--- config.mk ---
export PLATFORM = sky130hd
export DESIGN_NAME = dffse_bank_ctrl
export DESIGN_NICKNAME = d
export VERILOG_FILES = /design/src/rtl/dffse_bank_ctrl_pkg.sv /design/src/rtl/dffse_rr_arbiter.sv /design/src/rtl/dffse_bank_ctrl.sv
export SDC_FILE = /design/constraint.sdc
export NUM_CORES = 1
export LEC_CHECK = 0
export CAP_MARGIN = 20
export CORE_MARGIN = 2
export CORE_UTILIZATION = 57
export DETAILED_ROUTE_END_ITERATION = 12
export DONT_BUFFER_PORTS = 1
export PLACE_DENSITY = 0.74
export REMOVE_ABC_BUFFERS = 1
export SLEW_MARGIN = 20
export SYNTH_ARGS = -nofsm -noshare
export SYNTH_HDL_FRONTEND = slang
export SYNTH_HIERARCHICAL = 1
export SYNTH_SLANG_ARGS = --single-unit
--- constraint.sdc ---
create_clock -name CLK -period 3.4 [get_ports CLK]
set_input_delay 0.68 -clock CLK [delete_from_list [all_inputs] [get_ports CLK]]
set_output_delay 0.68 -clock CLK [all_outputs]
set_load 0.01 [all_outputs]
--- src/rtl/dffse_bank_ctrl_pkg.sv ---
// Shared types and helpers for the DFFSE bank write controller.
// Holds the state encoding, a constant clog2 and a one-hot decoder.
package dffse_bank_ctrl_pkg;

  typedef enum logic {
    ST_IDLE   = 1'b0,
    ST_PRESET = 1'b1
  } state_t;

  localparam int ONEHOT_MAX = 256;

  function automatic int clog2(input int value);
    int r;
    r = 0;
    while ((1 << r) < value) r++;
    return r;
  endfunction

  // Address/pointer widths never drop below one bit, even for a single entry.
  function automatic int clog2_min1(input int value);
    return (clog2(value) < 1) ? 1 : clog2(value);
  endfunction

  function automatic logic [ONEHOT_MAX-1:0] onehot(input int idx);
    logic [ONEHOT_MAX-1:0] v;
    v = {{(ONEHOT_MAX-1){1'b0}}, 1'b1} << idx;
    return v;
  endfunction

endpackage

--- src/rtl/dffse_rr_arbiter.sv ---
// Combinational round-robin arbiter: first asserted request at or above ptr,
// wrapping around; returns a one-hot grant and the granted index.
module dffse_rr_arbiter
  import dffse_bank_ctrl_pkg::*;
#(
  parameter int NREQ = 4,
  parameter int PW   = clog2_min1(NREQ)
) (
  input  logic [NREQ-1:0] req,
  input  logic [PW-1:0]   ptr,
  output logic [NREQ-1:0] gnt,
  output logic [PW-1:0]   idx
);

  always_comb begin
    int              cand;
    logic            found;
    logic [NREQ-1:0] shifted;
    gnt     = '0;
    idx     = '0;
    found   = 1'b0;
    cand    = 0;
    shifted = '0;
    for (int off = 0; off < NREQ; off++) begin
      cand = int'(ptr) + off;
      if (cand >= NREQ) cand = cand - NREQ;
      shifted = req >> cand;
      if (!found && shifted[0]) begin
        found = 1'b1;
        gnt   = {{(NREQ-1){1'b0}}, 1'b1} << cand;
        idx   = PW'(cand);
      end
    end
  end

endmodule

--- src/rtl/dffse_bank_ctrl.sv ---
// Write controller sharing one DFFSE register bank among NREQ requesters,
// with a rate-limited one-register-per-cycle preset sweep.
module dffse_bank_ctrl
  import dffse_bank_ctrl_pkg::*;
#(
  parameter int NREQ        = 4,
  parameter int DEPTH       = 8,
  parameter int WIDTH       = 8,
  parameter bit INIT_PRESET = 1'b1,
  parameter int AW          = clog2_min1(DEPTH)
) (
  input  logic                  CLK,
  input  logic                  RESET,
  input  logic [NREQ-1:0]       REQ,
  input  logic [NREQ*AW-1:0]    ADDR,
  input  logic [NREQ*WIDTH-1:0] WDATA,
  output logic [NREQ-1:0]       GNT,
  input  logic                  PRESET_REQ,
  output logic                  PRESET_BUSY,
  output logic [DEPTH-1:0]      BANK_CE,
  output logic [DEPTH-1:0]      BANK_SET,
  output logic [WIDTH-1:0]      BANK_D,
  output logic                  ADDR_ERR,
  output state_t                dbg_state
);

  localparam int PW = clog2_min1(NREQ);

  // Handshake: REQ[i] is held until granted; REQ[i] & GNT[i] in a cycle is a
  // transfer, and the write appears on the BANK_* registers one cycle later.

  state_t          state;
  logic [PW-1:0]   ptr;
  logic [AW-1:0]   cnt;
  logic [NREQ-1:0] arb_gnt;
  logic [PW-1:0]   arb_idx;
  logic            xfer;
  logic [AW-1:0]   gaddr;
  logic [WIDTH-1:0] gdata;
  logic            addr_ok;
  logic [DEPTH-1:0] ce_next;
  logic [DEPTH-1:0] set_next;
  logic [PW-1:0]   ptr_next;

  dffse_rr_arbiter #(
    .NREQ(NREQ),
    .PW  (PW)
  ) u_arb (
    .req(REQ),
    .ptr(ptr),
    .gnt(arb_gnt),
    .idx(arb_idx)
  );

  always_comb begin
    GNT      = (state == ST_IDLE && !PRESET_REQ) ? arb_gnt : '0;
    xfer     = |GNT;
    gaddr    = ADDR[int'(arb_idx)*AW +: AW];
    gdata    = WDATA[int'(arb_idx)*WIDTH +: WIDTH];
    addr_ok  = int'(gaddr) < DEPTH;
    ce_next  = DEPTH'(onehot(int'(gaddr)));
    set_next = DEPTH'(onehot(int'(cnt)));
    ptr_next = (int'(arb_idx) == NREQ-1) ? '0 : arb_idx + 1'b1;
  end

  assign PRESET_BUSY = (state == ST_PRESET);
  assign dbg_state   = state;

  always_ff @(posedge CLK or posedge RESET) begin
    if (RESET) begin
      state    <= INIT_PRESET ? ST_PRESET : ST_IDLE;
      ptr      <= '0;
      cnt      <= '0;
      BANK_CE  <= '0;
      BANK_SET <= '0;
      BANK_D   <= '0;
      ADDR_ERR <= 1'b0;
    end else begin
      // Strobes are single-cycle by default; only the active branch raises one.
      BANK_CE  <= '0;
      BANK_SET <= '0;
      ADDR_ERR <= 1'b0;
      case (state)
        ST_IDLE: begin
          if (PRESET_REQ) begin
            state <= ST_PRESET;
            cnt   <= '0;
          end else if (xfer) begin
            ptr    <= ptr_next;
            BANK_D <= gdata;
            if (addr_ok) BANK_CE  <= ce_next;
            else         ADDR_ERR <= 1'b1;
          end
        end
        ST_PRESET: begin
          BANK_SET <= set_next;
          if (int'(cnt) == DEPTH-1) begin
            state <= ST_IDLE;
            cnt   <= '0;
          end else begin
            cnt <= cnt + 1'b1;
          end
        end
        default: state <= ST_IDLE;
      endcase
    end
  end

endmodule

# --- Word level (Yosys, flattened, before mapping) ---
# Cells that the tools add are included.
word_totals:
  reg_bits: 30
  latchBits: 0
  mem_bits_rw: 0
  mem_bits_ro: 0
  inputBits: 51
  out_inout_bits: 31
  elab_cells: 74
  mem_count: 0
classes:
  n_addsub: 9
  multipliers: 1
  div_mod_pow: 0
  magnitude_cmp: 4
  n_eq_ne: 3
  n_shift: 12
  muxes: 27
  bitwise_logic: 2
  reduce_logical: 10
op_table:
  columns: ["cell", "count"]
  rows:
  - ["32-bit 2-to-1 mux", 4]
  - ["1-bit by 32-bit << shifter with 4-bit output (first input constant)", 4]
  - ["4-bit by 32-bit >> shifter with 1-bit output", 4]
  - ["32-bit by 4-bit >= comparator with 1-bit output (second input constant)", 3]
  - ["32-bit by 4-bit subtractor with 32-bit output (second input constant)", 3]
  - ["8-bit 2-to-1 mux", 4]
  - ["32-bit by 6-bit variable part select with 8-bit output", 1]
  - ["4-bit 2-to-1 mux", 5]
  - ["1-bit by 3-bit << shifter with 8-bit output (first input constant)", 2]
  - ["12-bit by 5-bit variable part select with 3-bit output", 1]
  - ["2-bit 2-to-1 mux", 5]
  - ["2-bit by 2-bit adder with 3-bit output (second input constant)", 2]
  - ["3-bit 2-to-1 mux", 2]
  - ["3-bit one-hot mux with 2 select lines", 1]
  - ["1-bit 2-to-1 mux", 5]
  - ["1-bit logical AND", 4]
  - ["1-bit logical NOT", 4]
  - ["2-bit by 2-bit multiplier with 4-bit output (second input constant)", 1]
  - ["4-bit OR reduction", 1]
  - ["2-bit by 3-bit subtractor with 4-bit output (second input constant)", 1]
  - ["2-bit by 1-bit adder with 3-bit output (second input constant)", 1]
  - ["3-bit by 1-bit adder with 3-bit output (second input constant)", 1]
  - ["3-bit by 1-bit == test with 1-bit output (second input constant)", 1]
  - ["2-bit by 3-bit >= comparator with 1-bit output (second input constant)", 1]
  - ["6 further kinds", 7]

# --- Depth between registers and ports, before layout ---
# Gate-level depths: netlist (run 1).
logic_depth:
  depth_word: 19
  mapped_depth: 12
  depth_no_buf: 9

# --- By module ---
# The synthesis (run 1) kept the hierarchy.
modules_own_cells:
  columns: ["module", "instances", "cells_per_inst", "area_each_um2", "seq_area_each_um2"]
  rows:
  - ["dffse_bank_ctrl", 1, 109, 1520.2, 752.0]
  - ["dffse_rr_arbiter", 1, 56, 474.2, 0.0]

# --- Least setup slack after synthesis (run 1) ---
# No wires, ideal clock.
synth_timing:
  kind: "register to register"
  from: "register ptr[0]"
  to: "register BANK_D[0]"
  setup_ns: 0.125
  arrival_time_ns: 3.468
  required_ns: 3.275
  slack_ns: -0.193
  path_stages_with_launch: 12
  path_buffers: 3
  synth_period_minus_slack_ns: 3.593
  cell_sequence: "dfrtp_1 > buf_4 > inv_1 > ha_1 > mux4_2 > and4_1 > buf_2 > a221o_1 > or4_4 > and2_1 > buf_6 > mux2_4"
synth_via:
  elab_chain_cells: 16
  elab_cells_between_ends: 44
  cone_classes: "add/sub (7); order compare (4); shift (9); mux (16); reduce/logical (8)"
synth_rtl:
  columns: ["element", "line", "text"]
  rows:
  - ["start, declared", "dffse_bank_ctrl.sv:33", "logic [PW-1:0] ptr;"]
  - ["start signal, assigned", "dffse_bank_ctrl.sv:89", "ptr <= ptr_next;"]
  - ["parallel branches: the longest is 12 deep, another holds 32-bit by 4-bit subtractor with 32-bit output", null, null]
  - ["4-bit 2-to-1 mux *", "dffse_rr_arbiter.sv:28", "if (!found && shifted[0]) begin"]
  - ["net arb_gnt[0]", "dffse_bank_ctrl.sv:35", "logic [NREQ-1:0] arb_gnt;"]
  - ["4-bit 2-to-1 mux *", "dffse_bank_ctrl.sv:56", "GNT = (state == ST_IDLE && !PRESET_REQ) ? arb_gnt : '0;"]
  - ["4-bit OR reduction *", "dffse_bank_ctrl.sv:57", "xfer = |GNT;"]
  - ["3-bit AND reduction (no line) *", null, null]
  - ["end signal, assigned", "dffse_bank_ctrl.sv:90", "BANK_D <= gdata;"]
  - ["end, declared", "dffse_bank_ctrl.sv:22", "output logic [WIDTH-1:0] BANK_D,"]
# Mark *: on every way through the listed nets, which the timed path passes.
# A chain may end at the register's enable or synchronous reset.

# --- Final worst setup path (run 1) ---
layout_timing:
  from: "register ptr[0]"
  to: "register BANK_D[5]"
layout_via:
  elab_cells_between_ends: 44
  cone_classes: "add/sub (7); order compare (4); shift (9); mux (16); reduce/logical (8)"
layout_lines:
  columns: ["element", "line", "text"]
  rows:
  - ["parallel branches: the longest is 12 deep, another holds 32-bit by 4-bit subtractor with 32-bit output", null, null]
  - ["2-bit 2-to-1 mux *", "dffse_rr_arbiter.sv:28", null]
  - ["net arb_idx[0]", "dffse_bank_ctrl.sv:36", "logic [PW-1:0] arb_idx;"]
  - ["32-bit by 6-bit variable part select with 8-bit output *", "dffse_bank_ctrl.sv:59", "gdata = WDATA[int'(arb_idx)*WIDTH +: WIDTH];"]
# Marked as above.

==> impl_metrics.toml, run 1 <==
[outcome]
status = "complete, no violations"

[drt]
finalWirelength_mm = 4.10
wl_per_cell_um = 18.8
route.detailed.drc = 0
drtIter0Drc = 71
dr_total_vias = 1328
ant_nets = 0
via_per_inst = 6.09
drt_pass1_iterations = 4

[yosys]
synth_compound_area_frac = 0.0897
synth_area_leaders = "dfrtp_1 (36%), mux4_2 (15%), ha_1 (8.8%)"
yosysTopAreaCell = "dfrtp_1"
netlist_area_um2 = 1990
ys.flop_type = "dfrtp_1"
synthCells = 165
yosys.area_share.adder = 0.0878
syn_avg_cell_area_um2 = 12.1
synth.distinct_cells = 44
synth_top_family_by_area = "multiplexers"
ys_async_sr_fraction = 1.00
synthXorXnorAreaFrac = 0
synthSimpleGateAreaFrac = 0.141
synth_edf_count = 0
synth_seq_area_share = 0.377
netlist.area_leader.share = 0.364
ys_warn_count = 6
ys_ff_latch = 30
synthMuxAreaShare = 0.257

[global_routing]
antenna_found_initial = 0
grt_start_max_net_pins = 31
overflow = 0
grt_pass1_wl_mm = 6.71
grt_pass1_vias = 1319
grtUsageTotal = 0.219

[setup_path]
worst_setup_path_end_kind = "register"
r2r_cells = 9
crit_required_ps = 3630
worstSetupPathType = "reg2reg"
worst_setup_path_start_kind = "register"
crit_fanout = 16
critPathArrivalTime_ps = 3470

[clock_tree]
insertion_delay_ps = 340
clock_path_buffers = 2
postCtsHoldBufs = 0
cts_tree = "yes"
root_buffer = "clkbuf_4"
cts_buffers = 5
path_clk_slew_ps = 100
cts.sinks = 30
htreeDepth = 2

[sta]
relSlewSlack = 0.612
max_clock_freq_mhz = 308
worst_slew_pin_slew_ps = 581
post-route-period-util = 0.955
rsz0062_at_grt = "false"
setup_viol = 0
slew_violations = 0
fin_worst_skew_ps = 8.43
final_hold_viol_count = 0
fin_crit_ps = 3250

[floorplan]
die_x_um = 63.2
fp.dieH_um = 63.2
die_area_um2 = 3990
start_util = 0.598
rows = 21
core_area_um2 = 3340
ioPinCount = 82

[power]
p_total_mw = 2.35
ir_drop_v = 0.000501
leakagePower_nw = 0.960
power_density_nw_per_um2 = 1100

[final_layout]
final_common_cell = "dfrtp_1"
n_antenna_cell = 0
mostFrequentLayoutCells = "dfrtp_1 (29), nor2_1 (13), mux4_2 (13), ha_1 (13), mux2_4 (10)"
design_area_um2 = 2130
nNetsFinal = 236
syn2layout_area_growth_pct = 6.96
drive_gt1_frac = 0.302

[job]
cap_violations = 0

[place]
port_buffers = 0
placed_area_um2 = 2040
place_congestion = 0.821
dp.final_hpwl_mm = 3.19

[min_path]
hp-class = "in2async"
metal layers:
layer | up-vias | GRT usage | part of all wire
met5 | - | 0 | 0
met4 | 0 | 0.100 | 0.0071
met3 | 3 | 0.0464 | 0.049
met2 | 47 | 0.368 | 0.54
met1 | 657 | 0.270 | 0.40
li1 | 621 | - | -
repair_timing:
| item | in CTS | in global routing |
|---|---|---|
| setup buffers | 0 | 1 |
| resized for setup | 1 | 7 |
| setup endpoints to repair | 6 | 13 |
| cloned | 0 | 0 |
path summary, 6_finish.rpt:
kind	startpoint	end	slack, ps
max in group asynchronous	RESET	BANK_D[0]$_DFFE_PP0P_	2740
min in group CLK	PRESET_REQ	cnt[2]$_DFFE_PP0P_	430
hold / removal	RESET	BANK_SET[1]$_DFF_PP0_	270
setup / recovery	ptr[0]$_DFFE_PP0P_	BANK_D[5]$_DFFE_PP0P_	150
setup reg to reg	ptr[0]$_DFFE_PP0P_	BANK_D[5]$_DFFE_PP0P_	150
hold reg to reg	cnt[0]$_DFFE_PP0P_	cnt[0]$_DFFE_PP0P_	580
cells in the mapped netlist, drive strengths merged (2+ instances only):
cell type and instances:
ha 14, a221o 4, nand3 3, and3 3
dfrtp 29, nor2b 2, mux4 14, mux2 12
buf 6, clkbuf 2, a21oi 3, nand2 4
nor2 13, a22o 3, nand2b 4, or2 2
mux2i 2, o21ai 5, and2 11, inv 10
power by group:
part	total, mW	internal [mW]	leakage (nW)	switching [mW]
clock network	0.223	0.100	0.0353	0.123
registers	0.635	0.488	0.387	0.147
logic	1.49	0.793	0.538	0.702
area by class of cell:
cell class | instances | area [µm²]
inverters | 10 | 37.5
well taps | 46 | 57.6
fillers | 262 | 1200
clock buffers | 7 | 55.1
repair buffers | 7 | 52.6
multi-input cells | 117 | 1170
flip-flops and latches | 30 | 752
clock inverters | 1 | 5.00
state kept, by name, summed over array words and instances, names as in the netlist:
register	count
ptr	2
BANK_SET	8
cnt	3
BANK_CE	8
PRESET_BUSY	1
BANK_D	8
metrics by stage:
stage	hold WS [ps]	TNS, ps	std cells	setup slack (ps)	utilization
floorplan	511	-4420	157	-322	-
CTS	421	0	217	47.4	0.631
finish	270	0	218	152	0.639
detailed placement	559	-4.22	209	-4.22	0.612
global route	320	0	218	1.95	0.639
global placement	549	0	209	77.0	0.612
worst max-delay path, stage by stage, from the launching register on:
cell,delay [ps]
dfrtp_1,360
buf_4,230
mux4_2,620
buf_4,180
nor2_1,130
and4_2,320
o32a_2,250
buf_4,240
mux4_2,520
mux2_4,280
kinds of logic (layout without fill, tap and decap cells):
| kind of cell | after synthesis | after routing |
|---|---|---|
| AO/OA/AOI/OAI | 24 | 24 |
| buffers and inverters | 18 | 25 |
| flip-flops | 30 | 30 |
| adder cells (fa/ha/maj) | 14 | 14 |
| other | 1 | 1 |
| multiplexers | 28 | 28 |
| AND/OR/NAND/NOR | 50 | 50 |
(Power assumes the default switching activity.)
==> run 2, diff against run 1 <==
--- a/config.mk
+++ b/config.mk
@@ -7,13 +7,14 @@
 export LEC_CHECK = 0
 export CAP_MARGIN = 20
 export CORE_MARGIN = 2
-export CORE_UTILIZATION = 57
+export CORE_UTILIZATION = 45
 export DETAILED_ROUTE_END_ITERATION = 12
 export DONT_BUFFER_PORTS = 1
-export PLACE_DENSITY = 0.74
+export PLACE_DENSITY = 0.61
 export REMOVE_ABC_BUFFERS = 1
 export SLEW_MARGIN = 20
 export SYNTH_ARGS = -nofsm -noshare
 export SYNTH_HDL_FRONTEND = slang
 export SYNTH_HIERARCHICAL = 1
 export SYNTH_SLANG_ARGS = --single-unit
+export TNS_END_PERCENT = 100
==> impl_metrics.toml, run 2 (same netlist as run 1, synthesis figures left out) <==
[sta]
worst_slew_pin_slew_ps = 598
final_hold_viol_count = 0
fin_crit_ps = 3250
fin_worst_skew_ps = 7.16
post-route-period-util = 0.955
setup_viol = 0
fin_tns_setup_ps = 0
max_clock_freq_mhz = 308
rsz0062_at_grt = "false"
relSlewSlack = 0.601
fin_ws_ps = 154
slew_violations = 0

[global_routing]
use_met2 = 0.283
busiest_layer = "met2"
antenna_found_initial = 0
grt_start_max_net_pins = 31
grt_pass1_wl_mm = 6.57
grtUsageTotal = 0.169
grt_pass1_vias = 1287
grt_util_met1 = 0.217
overflow = 0
use_met3 = 0.0413

[setup_path]
worst_setup_path_end_kind = "register"
r2r_setup_slack_ps = 150
r2r_cells = 8
reg2reg_from = "ptr[1]$_DFFE_PP0P_"
crit_fanout = 10
critPathCapture = "BANK_D[0]$_DFFE_PP0P_"
timing.critical_path.from = "ptr[1]$_DFFE_PP0P_"
r2r-end = "BANK_D[0]$_DFFE_PP0P_"
critPathArrivalTime_ps = 3400
worstSetupPathType = "reg2reg"
worst_setup_path_start_kind = "register"
crit_required_ps = 3550

[clock_tree]
root_buffer = "clkbuf_8"
cts_setup_buffers = 0
insertion_delay_ps = 270
cts_tree = "yes"
cts.sinks = 30
htreeDepth = 2
path_clk_slew_ps = 70
clock_path_buffers = 2
cts_buffers = 5
postCtsHoldBufs = 0

[drt]
route.detailed.drc = 0
wl_per_cell_um = 18.8
drtIter0Drc = 69
drt_pass1_iterations = 4
via_per_inst = 6.02
finalWirelength_mm = 4.21
dr_total_vias = 1349
ant_nets = 0

[power]
leakagePower_nw = 0.971
ir_drop_v = 0.000529
power_density_nw_per_um2 = 1120
p_total_mw = 2.42

[place]
placed_area_um2 = 2070
dp_slack_ps = 67.5
place_inst = 216
dp.final_hpwl_mm = 3.35
port_buffers = 0
place_congestion = 0.875

[floorplan]
fp.dieH_um = 70.6
rows = 24
ioPinCount = 82
die_x_um = 70.6
core_area_um2 = 4320
die_area_um2 = 4980
start_util = 0.461

[final_layout]
n_antenna_cell = 0
nNetsFinal = 236
drive_gt1_frac = 0.279
n_fill_cell = 380
multi_input_comb_area_um2 = 1150
syn2layout_area_growth_pct = 8.59
design_area_um2 = 2170
final_common_cell = "dfrtp_1"
mostFrequentLayoutCells = "dfrtp_1 (29), mux4_2 (14), ha_1 (14)"
reg_top3 = "BANK_CE (8), BANK_D (8), BANK_SET (8)"
instances_no_fill = 224
seq_area_um2 = 752

[job]
cap_violations = 0

[min_path]
hp-class = "in2async"

[outcome]
status = "complete, no violations"
==> run 2: cell type report <==
class | count | area share
clock inverters | 1 | 0.00231
well taps | 52 | 0.0300
clock buffers | 7 | 0.0399
flip-flops and latches | 30 | 0.347
multi-input cells | 117 | 0.533
inverters | 10 | 0.0173
repair buffers | 7 | 0.0300
==> run 2: per-layer routing <==
| metal | up-vias | wire length (µm) |
|---|---|---|
| li1 | 622 | - |
| met1 | 678 | 1770 |
| met2 | 43 | 2200 |
| met3 | 6 | 173 |
| met4 | 0 | 74 |
| met5 | - | 0 |
==> run 2: worst min-delay path by stage <==
stage,startpoint,to,cells after the start
after floorplan,cnt[0]$_DFFE_PP0P_,cnt[0]$_DFFE_PP0P_,1
after global placement,cnt[0]$_DFFE_PP0P_,cnt[0]$_DFFE_PP0P_,1
after detailed placement,cnt[0]$_DFFE_PP0P_,cnt[0]$_DFFE_PP0P_,1
after CTS,PRESET_REQ,cnt[2]$_DFFE_PP0P_,1
after global routing,RESET,BANK_SET[0]$_DFF_PP0_,1
final,RESET,BANK_SET[2]$_DFF_PP0_,1
==> run 2: per-stage QoR <==
step / hold WS [ps] / util
6_report: 354 / 0.501
5_1_grt: 413 / 0.501
4_1_cts: 479 / 0.500
3_5_place_dp: 572 / 0.479
3_3_place_gp: 542 / 0.479
2_1_floorplan: 511 / -
==> run 2: worst max-delay path, stage by stage (launching register included) <==
cell     delay [ps]
dfrtp_1         350
inv_1            60
ha_1            340
mux4_2          520
and4_1          280
a221o_1         370
or4_4           540
and2_2          330
mux2_4          340
==> run 2: what timing repair did <==
action | 4_1_cts | 5_1_grt
gates resized for setup | 0 | 3
endpoints found under the setup margin | 0 | 11
hold endpoints to repair | 0 | 0
==> run 2: where the power goes <==
group | switching (mW) | internal, mW
Combinational | 0.682 | 0.815
Clock | 0.127 | 0.163
Sequential | 0.142 | 0.489
Total | 0.951 | 1.47
==> run 3, diff against run 2 <==
--- a/config.mk
+++ b/config.mk
@@ -6,11 +6,13 @@
 export NUM_CORES = 1
 export LEC_CHECK = 0
 export CAP_MARGIN = 20
+export CELL_PAD_IN_SITES_DETAIL_PLACEMENT = 1
+export CELL_PAD_IN_SITES_GLOBAL_PLACEMENT = 1
 export CORE_MARGIN = 2
-export CORE_UTILIZATION = 45
+export CORE_UTILIZATION = 43
 export DETAILED_ROUTE_END_ITERATION = 12
 export DONT_BUFFER_PORTS = 1
-export PLACE_DENSITY = 0.61
+export PLACE_DENSITY = 0.74
 export REMOVE_ABC_BUFFERS = 1
 export SLEW_MARGIN = 20
 export SYNTH_ARGS = -nofsm -noshare
==> impl_metrics.toml, run 3 (same netlist as run 1, synthesis figures left out) <==
[drt]
route.detailed.drc = 0
finalWirelength_mm = 4.86
dr_total_vias = 1388
via_per_inst = 6.20
drtIter0Drc = 50
drt_pass1_iterations = 6
wl_per_cell_um = 21.7
ant_nets = 0

[setup_path]
crit_chain = "inv_1 > ha_2 > mux4_2 > and4_2 > a221o_1 > or4_4 > and2_4 > mux2_4"
critPathCapture = "ptr[1]$_DFFE_PP0P_"
r2r-end = "ptr[1]$_DFFE_PP0P_"
cpMaxStageDelayCell = "or4_4"
worst_setup_path_start_kind = "register"
worstSetupPathType = "reg2reg"
timing.critical_path.from = "ptr[1]$_DFFE_PP0P_"
crit_fanout = 10
reg2reg_from = "ptr[1]$_DFFE_PP0P_"
r2r_cells = 8
max_stage_delay_ps = 550
crit_required_ps = 3570
r2r_setup_slack_ps = 130
worst_setup_path_end_kind = "register"
critPathArrivalTime_ps = 3440

[floorplan]
die_x_um = 72.1
start_util = 0.452
die_area_um2 = 5200
fp.dieH_um = 72.1
rows = 24
core_area_um2 = 4410
ioPinCount = 82

[min_path]
hp-class = "in2async"

[final_layout]
design_area_um2 = 2170
n_antenna_cell = 0
nNetsFinal = 237
n_fill_cell = 463
fin_util = 0.491
reg_top3 = "BANK_CE (8), BANK_D (8), BANK_SET (8)"
syn2layout_area_growth_pct = 8.59
seq_area_um2 = 752
drive_gt1_frac = 0.297
multi_input_comb_area_um2 = 1160
final_common_cell = "dfrtp_1"
mostFrequentLayoutCells = "dfrtp_1 (29), mux4_2 (14), nor2_1 (13), ha_1 (13), mux2_4 (10)"

[sta]
worst_slew_pin_slew_ps = 628
final_hold_viol_count = 0
fin_worst_skew_ps = 6.64
whs_ps = 355
post-route-period-util = 0.962
max_clock_freq_mhz = 306
slew_violations = 0
fin_crit_ps = 3270
relSlewSlack = 0.580
setup_viol = 0

[outcome]
status = "complete, no violations"

[clock_tree]
path_clk_slew_ps = 60
clock_path_buffers = 2
htreeDepth = 2
cts_tree = "yes"
root_buffer = "clkbuf_8"
insertion_delay_ps = 280
postCtsHoldBufs = 0
cts.sinks = 30
cts_buffers = 5

[global_routing]
overflow = 0
antenna_found_initial = 0
grt_pass1_vias = 1460
grt_start_max_net_pins = 31
grtUsageTotal = 0.188
grt_pass1_wl_mm = 7.33

[power]
power_density_nw_per_um2 = 1150
ir_drop_v = 0.000446
leakagePower_nw = 0.971

[place]
dp.final_hpwl_mm = 3.81
place_congestion = 0.795
placed_area_um2 = 2060
port_buffers = 0

[job]
cap_violations = 0
==> run 3: cell types whose count changed in the layout (fill, tap and decap cells not counted) <==
cell | before | now
and2_2 | 2 | 1
clkinv_2 | 1 | 2
and4_1 | 1 | 0
and4_2 | 0 | 1
clkbuf_8 | 6 | 5
buf_4 | 6 | 7
ha_1 | 14 | 13
and2_4 | 0 | 1
ha_2 | 0 | 1
clkbuf_1 | 1 | 0
==> run 3: worst min-delay path by stage <==
stage | end | slack (ps) | depth (start not counted)
6_report | BANK_CE[1]$_DFF_PP0_ | 360 | 1
5_1_grt | cnt[0]$_DFFE_PP0P_ | 390 | 1
4_1_cts | cnt[2]$_DFFE_PP0P_ | 470 | 1
3_5_place_dp | cnt[0]$_DFFE_PP0P_ | 550 | 1
3_3_place_gp | cnt[0]$_DFFE_PP0P_ | 550 | 1
2_1_floorplan | cnt[0]$_DFFE_PP0P_ | 510 | 1
==> run 3: layout make-up <==
type | count | area share
multi-input cells | 117 | 0.536
flip-flops and latches | 30 | 0.347
repair buffers | 8 | 0.0335
clock buffers | 5 | 0.0318
well taps | 52 | 0.0300
inverters | 10 | 0.0173
clock inverters | 2 | 0.00462
==> run 3: per-layer routing <==
layer | track usage | up-vias | routed length [µm]
met2 | 0.333 | 56 | 2640
li1 | - | 614 | -
met5 | 0 | - | 0
met4 | 0.101 | 0 | 133
met3 | 0.0333 | 11 | 241
met1 | 0.214 | 707 | 1840
==> run 3: metrics by stage <==
step / worst slack, ps / std cells / setup TNS [ps] / power [mW]
2_1_floorplan: -322 / 157 / -4420 / 1.76
6_report: 128 / 224 / 0 / 2.49
3_3_place_gp: 69.8 / 215 / 0 / 2.07
4_1_cts: 10.6 / 222 / 0 / 2.44
5_1_grt: -1.99 / 224 / -1.99 / 2.67
3_5_place_dp: -82.0 / 215 / -715 / 2.17
==> run 3: repair_timing <==
| item | CTS | global route |
|---|---|---|
| pin swaps | 0 | 0 |
| resized for setup | 1 | 5 |
| buffers inserted | 0 | 2 |
| endpoints found under the setup margin | 10 | 16 |
==> run 3: critical path, delay by kind of cell, from the launching register on <==
kind	cells	cell delay (ps)
DFF	1	360
adders and majority gates	1	390
buffers and inverters	1	80
muxes	2	850
AOI/OAI and AO/OA	1	380
and+or+nand+nor	3	1100
==> run 3: report_power, final <==
part	switching, mW	total, mW	leakage [nW]	internal, mW
sequential	0.148	0.637	0.387	0.489
clock	0.131	0.268	0.0438	0.137
combinational	0.754	1.59	0.541	0.834
